`src/rtl/apb_slv_pkg.sv`:
```
// Shared definitions for the APB slave register bank: FSM state encoding,
// register map indices/offsets, field widths and a saturating increment.
package apb_slv_pkg;

    // Transfer FSM states.
    typedef enum logic [1:0] {
        ST_IDLE  = 2'd0,
        ST_WAIT  = 2'd1,
        ST_READY = 2'd2
    } apb_state_e;

    // Width of the CTRL.WAIT_CYC field.
    localparam int WAIT_W = 4;

    // Width of each STATUS counter.
    localparam int CNT_W = 16;

    // Register word indices.
    localparam int REG_CTRL         = 0;
    localparam int REG_ID           = 1;
    localparam int REG_STATUS       = 2;
    localparam int REG_SCRATCH_BASE = 3;

    // Register byte offsets.
    localparam logic [7:0] OFF_CTRL         = 8'h00;
    localparam logic [7:0] OFF_ID           = 8'h04;
    localparam logic [7:0] OFF_STATUS       = 8'h08;
    localparam logic [7:0] OFF_SCRATCH_BASE = 8'h0C;

    // Increment that sticks at all-ones instead of wrapping.
    function automatic logic [CNT_W-1:0] sat_inc(input logic [CNT_W-1:0] v);
        return (v == {CNT_W{1'b1}}) ? v : v + CNT_W'(1);
    endfunction

endpackage

```
`src/rtl/apb_slv_regfile.sv`:
```
// Register storage for the APB slave: CTRL, constant ID, saturating STATUS
// counters and scratch words. Writes and counter updates happen only on the
// commit strobe; ID and STATUS are never writable, whatever the caller asks.
module apb_slv_regfile
    import apb_slv_pkg::*;
#(
    parameter int                    DATA_WIDTH = 32,
    parameter int                    DEPTH      = 16,
    parameter logic [DATA_WIDTH-1:0] ID_VALUE   = 32'hA9B0_0001,
    localparam int                   IDX_W      = $clog2(DEPTH)
) (
    input  logic                  clk,
    input  logic                  rst_n,
    input  logic                  commit_i,
    input  logic                  err_i,
    input  logic                  wr_en_i,
    input  logic [IDX_W-1:0]      wr_idx_i,
    input  logic [DATA_WIDTH-1:0] wr_data_i,
    input  logic [IDX_W-1:0]      rd_idx_i,
    output logic [DATA_WIDTH-1:0] rd_data_o,
    output logic [WAIT_W-1:0]     wait_cyc_o
);

    localparam int NUM_SCRATCH = DEPTH - REG_SCRATCH_BASE;

    logic [WAIT_W-1:0]     ctrl_q, ctrl_d;
    logic [DATA_WIDTH-1:0] scratch_q [NUM_SCRATCH];
    logic [DATA_WIDTH-1:0] scratch_d [NUM_SCRATCH];
    logic [CNT_W-1:0]      xfer_cnt_q, xfer_cnt_d;
    logic [CNT_W-1:0]      err_cnt_q, err_cnt_d;

    // Next-state for storage and counters on a committed transfer.
    always_comb begin
        ctrl_d     = ctrl_q;
        scratch_d  = scratch_q;
        xfer_cnt_d = xfer_cnt_q;
        err_cnt_d  = err_cnt_q;
        if (commit_i) begin
            xfer_cnt_d = sat_inc(xfer_cnt_q);
            if (err_i) begin
                err_cnt_d = sat_inc(err_cnt_q);
            end
        end
        if (wr_en_i) begin
            if (wr_idx_i == IDX_W'(REG_CTRL)) begin
                ctrl_d = wr_data_i[WAIT_W-1:0];
            end
            for (int i = 0; i < NUM_SCRATCH; i++) begin
                if (wr_idx_i == IDX_W'(REG_SCRATCH_BASE + i)) begin
                    scratch_d[i] = wr_data_i;
                end
            end
        end
    end

    // Storage registers, cleared by reset.
    always_ff @(posedge clk or negedge rst_n) begin
        if (!rst_n) begin
            ctrl_q     <= '0;
            scratch_q  <= '{default: '0};
            xfer_cnt_q <= '0;
            err_cnt_q  <= '0;
        end else begin
            ctrl_q     <= ctrl_d;
            scratch_q  <= scratch_d;
            xfer_cnt_q <= xfer_cnt_d;
            err_cnt_q  <= err_cnt_d;
        end
    end

    // Read mux over the whole map; unmapped indices read as zero.
    always_comb begin
        rd_data_o = '0;
        if (rd_idx_i == IDX_W'(REG_CTRL)) begin
            rd_data_o = DATA_WIDTH'(ctrl_q);
        end else if (rd_idx_i == IDX_W'(REG_ID)) begin
            rd_data_o = ID_VALUE;
        end else if (rd_idx_i == IDX_W'(REG_STATUS)) begin
            rd_data_o = DATA_WIDTH'({err_cnt_q, xfer_cnt_q});
        end else begin
            for (int i = 0; i < NUM_SCRATCH; i++) begin
                if (rd_idx_i == IDX_W'(REG_SCRATCH_BASE + i)) begin
                    rd_data_o = scratch_q[i];
                end
            end
        end
    end

    assign wait_cyc_o = ctrl_q;

endmodule

```
`src/rtl/apb_slave_regbank.sv`:
```
// APB slave register bank with programmable wait states.
// Handshake: a transfer starts with a setup cycle (PSEL=1, PENABLE=0), then
// access cycles (PSEL=1, PENABLE=1) until PREADY is 1 for exactly one cycle;
// PRDATA/PSLVERR are meaningful only in that cycle, and the transfer commits
// on the edge that ends it only if PSEL and PENABLE are still high. Dropping
// PSEL before that aborts the transfer with no side effects.
module apb_slave_regbank
    import apb_slv_pkg::*;
#(
    parameter int                    DATA_WIDTH = 32,
    parameter int                    ADDR_WIDTH = 32,
    parameter int                    DEPTH      = 16,
    parameter logic [DATA_WIDTH-1:0] ID_VALUE   = 32'hA9B0_0001
) (
    input  logic                  PCLK,
    input  logic                  PRESETn,
    input  logic                  PSEL_slv_i,
    input  logic                  PENABLE_slv_i,
    input  logic                  PWRITE_slv_i,
    input  logic [ADDR_WIDTH-1:0] PADDR_slv_i,
    input  logic [DATA_WIDTH-1:0] PWDATA_slv_i,
    output logic [DATA_WIDTH-1:0] PRDATA_slv_o,
    output logic                  PREADY_slv_o,
    output logic                  PSLVERR_slv_o,
    output logic [1:0]            state_dbg_o
);

    localparam int IDX_W = $clog2(DEPTH);

    apb_state_e            state_q, state_d;
    logic [WAIT_W-1:0]     cnt_q, cnt_d;
    logic [IDX_W-1:0]      idx_q, idx_d;
    logic                  write_q, write_d;
    logic [DATA_WIDTH-1:0] wdata_q, wdata_d;
    logic                  err_q, err_d;
    logic [DATA_WIDTH-1:0] prdata_q, prdata_d;
    logic                  pready_q, pready_d;
    logic                  pslverr_q, pslverr_d;

    logic [IDX_W-1:0]      setup_idx;
    logic                  setup_err;
    logic [IDX_W-1:0]      rd_idx;
    logic                  resp_err;
    logic                  resp_write;
    logic                  enter_ready;
    logic                  commit;
    logic                  wr_en;
    logic [DATA_WIDTH-1:0] rd_data;
    logic [WAIT_W-1:0]     wait_cyc;

    // Decode the live setup-phase address: word index and error conditions.
    always_comb begin
        setup_idx = PADDR_slv_i[IDX_W+1:2];
        setup_err = (PADDR_slv_i[1:0] != 2'b00)
                 || (PADDR_slv_i >= ADDR_WIDTH'(DEPTH * 4))
                 || (PWRITE_slv_i && ((setup_idx == IDX_W'(REG_ID))
                                   || (setup_idx == IDX_W'(REG_STATUS))));
        // In IDLE the capture and the READY entry can share an edge, so the
        // response must come from the live bus rather than the latches.
        rd_idx     = (state_q == ST_IDLE) ? setup_idx    : idx_q;
        resp_err   = (state_q == ST_IDLE) ? setup_err    : err_q;
        resp_write = (state_q == ST_IDLE) ? PWRITE_slv_i : write_q;
    end

    // Transfer FSM: next state, setup capture, wait countdown and response.
    always_comb begin
        state_d     = state_q;
        cnt_d       = cnt_q;
        idx_d       = idx_q;
        write_d     = write_q;
        wdata_d     = wdata_q;
        err_d       = err_q;
        prdata_d    = '0;
        pready_d    = 1'b0;
        pslverr_d   = 1'b0;
        enter_ready = 1'b0;
        commit      = 1'b0;
        case (state_q)
            ST_IDLE: begin
                if (PSEL_slv_i && !PENABLE_slv_i) begin
                    idx_d   = setup_idx;
                    write_d = PWRITE_slv_i;
                    wdata_d = PWDATA_slv_i;
                    err_d   = setup_err;
                    cnt_d   = wait_cyc - WAIT_W'(1);
                    if (wait_cyc == '0) begin
                        state_d     = ST_READY;
                        enter_ready = 1'b1;
                    end else begin
                        state_d = ST_WAIT;
                    end
                end
            end
            ST_WAIT: begin
                if (!PSEL_slv_i) begin
                    state_d = ST_IDLE;
                end else if (cnt_q == '0) begin
                    state_d     = ST_READY;
                    enter_ready = 1'b1;
                end else begin
                    cnt_d = cnt_q - WAIT_W'(1);
                end
            end
            ST_READY: begin
                commit  = PSEL_slv_i && PENABLE_slv_i;
                state_d = ST_IDLE;
            end
            default: begin
                state_d = ST_IDLE;
            end
        endcase
        if (enter_ready) begin
            pready_d  = 1'b1;
            pslverr_d = resp_err;
            prdata_d  = (resp_err || resp_write) ? '0 : rd_data;
        end
    end

    // FSM, transfer latches and registered APB response.
    always_ff @(posedge PCLK or negedge PRESETn) begin
        if (!PRESETn) begin
            state_q   <= ST_IDLE;
            cnt_q     <= '0;
            idx_q     <= '0;
            write_q   <= 1'b0;
            wdata_q   <= '0;
            err_q     <= 1'b0;
            prdata_q  <= '0;
            pready_q  <= 1'b0;
            pslverr_q <= 1'b0;
        end else begin
            state_q   <= state_d;
            cnt_q     <= cnt_d;
            idx_q     <= idx_d;
            write_q   <= write_d;
            wdata_q   <= wdata_d;
            err_q     <= err_d;
            prdata_q  <= prdata_d;
            pready_q  <= pready_d;
            pslverr_q <= pslverr_d;
        end
    end

    assign wr_en = commit && write_q && !err_q;

    apb_slv_regfile #(
        .DATA_WIDTH (DATA_WIDTH),
        .DEPTH      (DEPTH),
        .ID_VALUE   (ID_VALUE)
    ) u_regfile (
        .clk        (PCLK),
        .rst_n      (PRESETn),
        .commit_i   (commit),
        .err_i      (err_q),
        .wr_en_i    (wr_en),
        .wr_idx_i   (idx_q),
        .wr_data_i  (wdata_q),
        .rd_idx_i   (rd_idx),
        .rd_data_o  (rd_data),
        .wait_cyc_o (wait_cyc)
    );

    assign PRDATA_slv_o  = prdata_q;
    assign PREADY_slv_o  = pready_q;
    assign PSLVERR_slv_o = pslverr_q;
    assign state_dbg_o   = state_q;

endmodule

```
`config.mk`:
```
export PLATFORM = sky130hd
export DESIGN_NAME = apb_slave_regbank
export DESIGN_NICKNAME = d
export VERILOG_FILES = /design/src/rtl/apb_slv_pkg.sv /design/src/rtl/apb_slv_regfile.sv /design/src/rtl/apb_slave_regbank.sv
export SDC_FILE = /design/constraint.sdc
export NUM_CORES = 1
export LEC_CHECK = 0
export CELL_PAD_IN_SITES_DETAIL_PLACEMENT = 0
export CELL_PAD_IN_SITES_GLOBAL_PLACEMENT = 1
export CORE_UTILIZATION = 45
export DETAILED_ROUTE_END_ITERATION = 7
export GPL_TIMING_DRIVEN = 0
export PLACE_DENSITY_LB_ADDON = 0.1
export RECOVER_POWER = 50
export SYNTH_ARGS = -nofsm -noshare
export SYNTH_HDL_FRONTEND = slang
export SYNTH_HIERARCHICAL = 1
export SYNTH_SLANG_ARGS = --single-unit
```
`constraint.sdc`:
```
create_clock -name PCLK -period 2.4 [get_ports PCLK]
set_input_delay 0.36 -clock PCLK [delete_from_list [all_inputs] [get_ports PCLK]]
set_output_delay 0.36 -clock PCLK [all_outputs]
set_load 0.05 [all_outputs]
```
==> impl_metrics.json <==
{
  "port_buffers": 104,
  "htreeDepth": 2,
  "syn_area_um2": 25400,
  "slowest_delay_ps": 490,
  "synth_ff_type": "dfrtp_1",
  "worstPathRequired_ps": 2920,
  "rsz0062_at_grt": "true",
  "violations": "design-rule violations, negative setup slack",
  "syn_area_per_cell_um2": 12.1,
  "grt_max_degree": 121,
  "fmax_mhz": 343,
  "synth_edf_count": 0,
  "ant_nets": 0,
  "place_congestion": 0.991,
  "synth_top_area_cell": "dfrtp_1",
  "multi_input_area_um2": 12800,
  "path_cells": "nor2_4, mux2_4, buf_6, buf_6, buf_8, nand3b_1, o21ai_1, a22oi_1, o21ai_1, o211ai_1, and4_2",
  "vdd_drop_max_mv": 0.626,
  "cts_tree": "done",
  "hold_violations": 0,
  "p_leak_nw": 15.6,
  "syn-num-nets": 2178,
  "filler_cell_count": 4342,
  "register_area_um2": 13300,
  "synthDistinctLibCells": 92,
  "dp_hpwl_um": 70200,
  "max_slew_margin_pct": 26.1,
  "design_power_total_w": 0.0229,
  "grt_pass1_vias": 20500,
  "synthTopCellsByArea": "dfrtp_1 (52%), mux2_2 (21%), a21oi_1 (2.7%)",
  "placed_cell_area_um2": 27700,
  "die_area_um2": 57400,
  "cpMaxStageDelayCell": "dfrtp_4",
  "wl_per_cell_um": 36.4,
  "io_pins": 105,
  "grt-ovfl-total": 0,
  "synth-async-reset-ratio_pct": 100,
  "period_needed_ps": 2920,
  "cap_violations": 0,
  "die_h_um": 240,
  "start_util_pct": 45.8,
  "critPathKind": "reg2reg",
  "cts_buffer_depth": 3,
  "slew_viol_final": 0,
  "path_clk_slew_ps": 60,
  "ys_ff_latch": 530,
  "critPathCaptureType": "flip-flop",
  "drc": 1,
  "hold_path.class": "in2reg",
  "setup_violations": 365,
  "track_usage_pct": 38.6,
  "dr_total_vias": 21400,
  "drt-pass1-iter-count": 8,
  "fp.dieW_um": 240,
  "ys_seq_area_share_pct": 52.2,
  "cts_root_buf": "clkbuf_16",
  "area_growth_pct": 34.2,
  "cp.arrival_ps": 3440,
  "worstMarginPinSlew_ps": 1110,
  "path_delay_family": "buffers and inverters",
  "finalSetupTns_ps": -42400,
  "fin_util_pct": 61.5,
  "viasPerCell": 6.70,
  "finalNetCount": 2468,
  "rows": 86,
  "ys_warn_count": 6,
  "drt_iter0_markers": 2996,
  "crit_fanout": 10,
  "final_layout_size_suffix_gt1_share_pct": 41.0,
  "setup_ws_ps": -516,
  "clk_latency_ps": 650,
  "power_density_nw_per_um2": 673,
  "path_buf_inv": 3,
  "core_area_um2": 55400,
  "routed_wl_um": 116000,
  "period_share_pct": 122,
  "clock_sinks": 530,
  "synth_cells": 2106,
  "numCtsBuffers": 59,
  "setup.worst_path.start_class": "flip-flop",
  "fin_worst_skew_ps": 25.1,
  "grt_antenna_before_repair": 5,
  "status": "finished, violations left",
  "holdWs_ps": 329,
  "finalInstanceArea_um2": 34100,
  "grt_first_pass_wirelength_um": 154000,
  "synth_top_area_share_pct": 52.2
}
-- power by group --
part	internal [W]	total [W]	switching, W	leakage, nW
Clock	0.00532	0.00912	0.00380	0.947
Combinational	0.00146	0.00432	0.00286	7.33
Sequential	0.00912	0.00948	0.000351	7.28
Total	0.0159	0.0229	0.00701	15.6
-- stage by stage --
| stage | worst slack, ps | std cells |
|---|---|---|
| finish | -516 | 3189 |
| detailed placement | -1290 | 2963 |
| floorplan | -197 | 2106 |
| global route | -551 | 3188 |
| global placement | -26450 | 2958 |
| CTS | -408 | 3146 |
-- cell usage after synthesis (8+ instances only) --
master,n
and4_1,22
a221oi_1,18
nor3_1,21
nor2b_1,13
buf_2,100
nor4_1,9
xnor2_1,17
and3_1,11
a31oi_1,8
and4_2,11
mux2_1,8
nand2_1,98
a221o_1,11
a21oi_1,136
mux2_2,464
xor2_1,12
clkbuf_1,62
nand4_1,10
o21ai_0,122
o221ai_1,16
a2bb2oi_1,10
a22o_1,13
mux2i_1,38
a22oi_1,26
o21ai_1,10
nand2b_1,11
buf_4,16
o211ai_1,16
dfrtp_1,530
nor2_1,72
nand3_1,23
o22ai_1,25
-- state kept, by name (all words and copies together), names as in the netlist --
name                  flops
u_regfile/scratch_q     416
PRDATA_slv_o             32
wdata_q                  32
u_regfile/err_cnt_q      16
u_regfile/xfer_cnt_q     16
cnt_q                     4
idx_q                     4
u_regfile/wait_cyc_o      4
state_dbg_o               2
PREADY_slv_o              1
PSLVERR_slv_o             1
err_q                     1
write_q                   1
-- timing repair --
action,CTS,global route
gates cloned,5,24
setup endpoints to repair,486,391
pin swaps,52,27
hold buffers,1,0
buffers inserted,84,22
resized for setup,398,369
endpoints found under the hold margin,73,0
-- path summary, 6_finish.rpt --
kind                                          start  depth (start not counted)                        to  slack [ps]
max in group asynchronous                   PRESETn                          3  u_regfile/scratch_q[397]         210
min in group asynchronous                   PRESETn                          2            state_dbg_o[1]         500
max                                  state_dbg_o[0]                         11          PRDATA_slv_o[26]        -520
min reg2reg                u_regfile/xfer_cnt_q[11]                          1  u_regfile/xfer_cnt_q[11]         500
max reg2reg                          state_dbg_o[0]                         11          PRDATA_slv_o[26]        -520
min                                 PWDATA_slv_i[6]                          2                wdata_q[6]         330
-- cell families after synthesis --
family | after synthesis | synth area share (%)
flip-flops | 530 | 52.2
multiplexers | 514 | 22.8
AO/OA/AOI/OAI | 485 | 12.3
AND/OR/NAND/NOR | 348 | 7.63
buffers and inverters | 197 | 3.86
XOR/XNOR | 29 | 1.00
adder cells (fa/ha/maj) | 3 | 0.148
-- layer usage --
| metal | wire length [um] | track usage [%] |
|---|---|---|
| met1 | 44400 | 50.5 |
| met2 | 48000 | 55.0 |
| met3 | 15000 | 11.8 |
| met4 | 8780 | 25.4 |
| met5 | 0 | 0 |
-- cell usage in the layout (no fill, tap or decap), drive strengths merged, types with 14 or more instances in the layout --
cell,netlist,routed
nor2,75,75
a221oi,20,20
o211ai,16,16
dfrtp,530,530
o21ai,134,134
o221ai,16,16
mux2i,38,38
buf,123,228
clkbuf,65,169
a22oi,26,26
xnor2,17,17
nor2b,14,14
nand2,99,99
o22ai,25,25
mux2,472,472
and4,34,34
a21oi,137,137
nand3,27,27
clkdlybuf4s50,0,102
nor3,21,21
-- cell type report --
cell class / count / area share (%)
Buffer: 173 / 6.26
Multi-Input combinational cell: 1379 / 37.5
Clock inverter: 18 / 0.610
Antenna cell: 2 / 0.0147
Tap cell: 748 / 2.75
Inverter: 9 / 0.136
Clock buffer: 86 / 5.02
Sequential cell: 530 / 39.0
Timing Repair Buffer: 244 / 8.78
Power figures use the tool's default switching activity.
